### config.mk
export PLATFORM = sky130hd
export DESIGN_NAME = multicycle_control
export DESIGN_NICKNAME = d
export VERILOG_FILES = /design/src/rtl/multicycle_control.sv
export SDC_FILE = /design/constraint.sdc
export NUM_CORES = 1
export LEC_CHECK = 0
export BUFFER_PORTS_ARGS = -buffer_cell sky130_fd_sc_hd__buf_2
export CAP_MARGIN = 20
export CORE_MARGIN = 2
export CORE_UTILIZATION = 44
export DETAILED_ROUTE_END_ITERATION = 8
export PLACE_DENSITY = 0.83
export SYNTH_ARGS = -nofsm -noshare
export SYNTH_HDL_FRONTEND = slang
export SYNTH_SLANG_ARGS = --single-unit
### constraint.sdc
create_clock -name clk_i -period 2.7 [get_ports clk_i]
set_input_delay 0.405 -clock clk_i [delete_from_list [all_inputs] [get_ports clk_i]]
set_output_delay 0.405 -clock clk_i [all_outputs]
set_load 0.05 [all_outputs]
### src/rtl/multicycle_control.sv
// ============================================================================
// multicycle_control - multicycle CPU control FSM with fetch/data handshakes
// Optional: define INSTR_COUNT_EN to enable the retired-instruction counter.
// Revision: 1.0
// ============================================================================
`default_nettype none

module multicycle_control (
    input  logic        clk_i,
    input  logic        rst_ni,
    input  logic        run_i,
    input  logic [2:0]  opcode_i,
    input  logic        zero_i,
    input  logic        imem_ack_i,
    input  logic        dmem_ack_i,
    output logic        imem_req_o,
    output logic        dmem_req_o,
    output logic        irwrite_o,
    output logic        pcwrite_o,
    output logic        pcsrc_o,
    output logic        reg2loc_o,
    output logic        memread_o,
    output logic        memwrite_o,
    output logic        memtoreg_o,
    output logic        alusrc_o,
    output logic        regwrite_o,
    output logic [2:0]  alu_select_o,
    output logic        illegal_op_o,
    output logic        busy_o,
    output logic [15:0] instr_count_o
);

    localparam logic [2:0] OP_ADD  = 3'd0;
    localparam logic [2:0] OP_SUB  = 3'd1;
    localparam logic [2:0] OP_ILL  = 3'd2;
    localparam logic [2:0] OP_LD   = 3'd3;
    localparam logic [2:0] OP_ST   = 3'd4;
    localparam logic [2:0] OP_CBZ  = 3'd5;
    localparam logic [2:0] OP_ADDI = 3'd6;
    localparam logic [2:0] OP_ANDI = 3'd7;

    localparam logic [2:0] ALU_ADD  = 3'd0;
    localparam logic [2:0] ALU_SUB  = 3'd1;
    localparam logic [2:0] ALU_PASS = 3'd2;
    localparam logic [2:0] ALU_AND  = 3'd4;

    typedef enum logic [2:0] {
        S_IDLE   = 3'd0,
        S_FETCH  = 3'd1,
        S_DECODE = 3'd2,
        S_EXEC   = 3'd3,
        S_MEM    = 3'd4,
        S_WB     = 3'd5
    } state_t;

    state_t     state_q, state_d;
    logic [2:0] op_q, op_d;

    always_ff @(posedge clk_i or negedge rst_ni) begin
        if (!rst_ni) begin
            state_q <= S_IDLE;
            op_q    <= 3'd0;
        end else begin
            state_q <= state_d;
            op_q    <= op_d;
        end
    end

    always_comb begin
        state_d      = state_q;
        op_d         = op_q;
        imem_req_o   = 1'b0;
        dmem_req_o   = 1'b0;
        irwrite_o    = 1'b0;
        pcwrite_o    = 1'b0;
        pcsrc_o      = 1'b0;
        reg2loc_o    = 1'b0;
        memread_o    = 1'b0;
        memwrite_o   = 1'b0;
        memtoreg_o   = 1'b0;
        alusrc_o     = 1'b0;
        regwrite_o   = 1'b0;
        alu_select_o = ALU_ADD;
        illegal_op_o = 1'b0;
        busy_o       = 1'b1;

        case (state_q)
            S_IDLE: begin
                busy_o = 1'b0;
                if (run_i) begin
                    state_d = S_FETCH;
                end
            end

            S_FETCH: begin
                imem_req_o = 1'b1;
                if (imem_ack_i) begin
                    irwrite_o = 1'b1;
                    state_d   = S_DECODE;
                end
            end

            // The IR is loaded by now, so the live opcode is decoded here and latched.
            S_DECODE: begin
                op_d      = opcode_i;
                reg2loc_o = (opcode_i == OP_ST) || (opcode_i == OP_CBZ);
                if (opcode_i == OP_ILL) begin
                    illegal_op_o = 1'b1;
                    pcwrite_o    = 1'b1;
                    state_d      = S_FETCH;
                end else begin
                    state_d = S_EXEC;
                end
            end

            S_EXEC: begin
                case (op_q)
                    OP_SUB:  alu_select_o = ALU_SUB;
                    OP_CBZ:  alu_select_o = ALU_PASS;
                    OP_ANDI: alu_select_o = ALU_AND;
                    default: alu_select_o = ALU_ADD;
                endcase
                alusrc_o = (op_q == OP_LD) || (op_q == OP_ST) ||
                           (op_q == OP_ADDI) || (op_q == OP_ANDI);
                case (op_q)
                    OP_ADD, OP_SUB, OP_ADDI, OP_ANDI: state_d = S_WB;
                    OP_LD, OP_ST:                     state_d = S_MEM;
                    OP_CBZ: begin
                        pcwrite_o = 1'b1;
                        pcsrc_o   = zero_i;
                        state_d   = S_FETCH;
                    end
                    default: state_d = S_FETCH;
                endcase
            end

            S_MEM: begin
                dmem_req_o   = 1'b1;
                memread_o    = (op_q == OP_LD);
                memwrite_o   = (op_q == OP_ST);
                alusrc_o     = 1'b1;
                alu_select_o = ALU_ADD;
                if (dmem_ack_i) begin
                    if (op_q == OP_LD) begin
                        state_d = S_WB;
                    end else begin
                        pcwrite_o = 1'b1;
                        state_d   = S_FETCH;
                    end
                end
            end

            S_WB: begin
                regwrite_o = 1'b1;
                pcwrite_o  = 1'b1;
                memtoreg_o = (op_q == OP_LD);
                state_d    = S_FETCH;
            end

            default: begin
                busy_o  = 1'b0;
                state_d = S_IDLE;
            end
        endcase
    end

`ifdef INSTR_COUNT_EN
    logic [15:0] count_q;

    // Every retired instruction writes the PC exactly once, so pcwrite marks retirement.
    always_ff @(posedge clk_i or negedge rst_ni) begin
        if (!rst_ni) begin
            count_q <= 16'd0;
        end else if (pcwrite_o) begin
            count_q <= count_q + 16'd1;
        end
    end

    assign instr_count_o = count_q;
`else
    assign instr_count_o = 16'd0;
`endif

endmodule

`default_nettype wire

==> metrics.cfg <==
[outcome]
status = complete, no violations

[setup_path]
cp_data_required_time_ns = 2.30
critPathLaunchType = register
endpoint_kind = output port
worstPathArrival_ns = 1.63
critical_path_class = reg2out
cp_max_fo = 11

[logic_synthesis]
synth-seq-cells = 6
synth-async-reset-ratio = 1.00
netlist-cell-type-count = 31
syn_inst = 79
ys.warnings.count = 0
synthTopCellsByArea = dfrtp_1, buf_4, nand2_1
synth_commonest_cells = buf_4, nand2_1, nor2_1
ys.flop_type = dfrtp_1
synth_enable_flop_cells = 0
synth.top_cell.area_share = 0.238
avgSynthCellArea_um2 = 7.98
synth_top_cell_by_area = dfrtp_1
ys_seq_area_frac = 0.238
netlist_area_um2 = 631
yosysMostFrequentCell = buf_4

[clock_tree]
clk_pin_slew_ns = 0.05
clock_path_buffers = 2
clk_latency_ns = 0.24
clock-sinks = 6
cts_tree = done
cts_made_buffers = 3
htreeDepth = 1
cts-root-buf = clkbuf_4
post-cts-setup-buffer-count = 0

[final_layout]
nets = 113
drive_above_1_share = 0.324
antenna_cells = 0
final-seq-area_um2 = 150
fillers = 140
multi_input_area_um2 = 387
area_growth_pct = 13.5

[route]
drt_first_pass_iters = 4
drt_first_iter_violations = 10
via_per_inst = 4.64
vias = 543
finalWirelength_um = 1190
drc = 0
wl_per_cell_um = 10.1
ant_nets = 0

[place]
portBuffers = 24
dp_hpwl_um = 914
gp_congestion = 0.791

[floorplan]
core-area_um2 = 1320
start_util = 0.479
design.portCount = 41
rows = 13
die_x_um = 41.9
die_y_um = 41.9
dieArea_um2 = 1750

[sta]
tns_ns = 0
post-route-period-util = 0.755
max_clock_freq_mhz = 490
hold_viol = 0
report.final.slew_viol_count = 0
post-route-min-period_ns = 2.04
fin_hold_ws_ns = 0.384
fin_skew_ns = 0.00710
rsz0062_at_grt = no
setup_viol_count_final = 0

[grt]
grt_pass1_vias = 441
grt_use_total = 0.145
grt_pass1_wl_um = 1930
grt_max_degree = 12
antenna_found_initial = 0
grt_overflow = 0

[pwr]
ir_drop_mv = 0.541
p_per_area_nw_per_um2 = 1260
power.leakage_nw = 0.421

[job]
max_cap_viol_count = 0

[min_path]
hold_path.class = in2reg

[flip-flops by register name, summed over array words and instances (netlist names)]
name and cells:
op_q 3, state_q 3
[timing repair]
| item | CTS | global route |
|---|---|---|
| endpoints found under the hold margin | 6 | 0 |
| resized for setup | 0 | 0 |
| hold buffers | 1 | 0 |
[final timing paths]
kind | from | endpoint | slack [ns] | depth (start not counted)
max in group asynchronous | rst_ni | op_q[1] | 2.04 | 2
setup reg to reg | op_q[1] | state_q[0] | 1.36 | 3
min in group asynchronous | rst_ni | state_q[1] | 0.51 | 2
hold reg to reg | op_q[2] | op_q[2] | 0.63 | 2
hold / removal | opcode_i[0] | op_q[0] | 0.38 | 3
setup / recovery | state_q[1] | reg2loc_o | 0.66 | 3
[report_power, final]
| part | total [mW] | switching, mW | internal (mW) |
|---|---|---|---|
| clock | 0.0796 | 0.0295 | 0.0501 |
| combinational | 0.584 | 0.396 | 0.189 |
| sequential | 0.237 | 0.102 | 0.134 |
[worst max-delay path: stages (launching register included)]
cell	delay [ns]
dfrtp_1	0.49
or3b_4	0.45
nor3b_1	0.17
buf_2	0.28
[area by class of cell]
type                    instances  area share
multi-input cells              66       0.540
inverters                       2      0.0105
well taps                      15      0.0262
flip-flops and latches          6       0.210
repair buffers                 25       0.182
clock buffers                   3      0.0315
[layer usage]
metal  GRT usage  vias to the layer above  part of all wire
met5           0                        -                 0
met4      0.0968                        0                 0
met3      0.0174                        0              0.11
met2       0.231                       31              0.48
met1       0.181                      229              0.42
li1            -                      283                 -
[kinds of logic after synthesis]
logic type	synth area share
buffers and inverters	0.248
flip-flops	0.238
multiplexers	0.0317
other	0.00595
AO/OA/AOI/OAI	0.129
AND/OR/NAND/NOR	0.347
[layout by cell type, fill, tap and decap left out, types with 2 or more instances in the layout]
cell / netlist / routed
nor2_1: 8 / 8
mux2i_1: 2 / 2
nand2_1: 11 / 11
nor3b_1: 2 / 2
nand2b_1: 3 / 3
clkbuf_4: 0 / 3
nand3b_1: 2 / 2
inv_1: 2 / 2
conb_1: 1 / 16
and2_1: 3 / 3
o21ai_0: 2 / 2
buf_2: 2 / 24
dfrtp_1: 6 / 6
[stage by stage]
stage                     power, mW  cells  area, µm²  setup slack, ns   util
after floorplan               0.755     94        693            0.226      -
after global placement        0.803    113        683            0.941  0.519
after detailed placement      0.813    113        683            0.926  0.519
after CTS                     0.900    117        716            0.652  0.543
final                         0.901    117        716            0.660  0.543
after global routing          0.963    117        716            0.538  0.543
No activity file was read; power rests on OpenSTA's default activity.
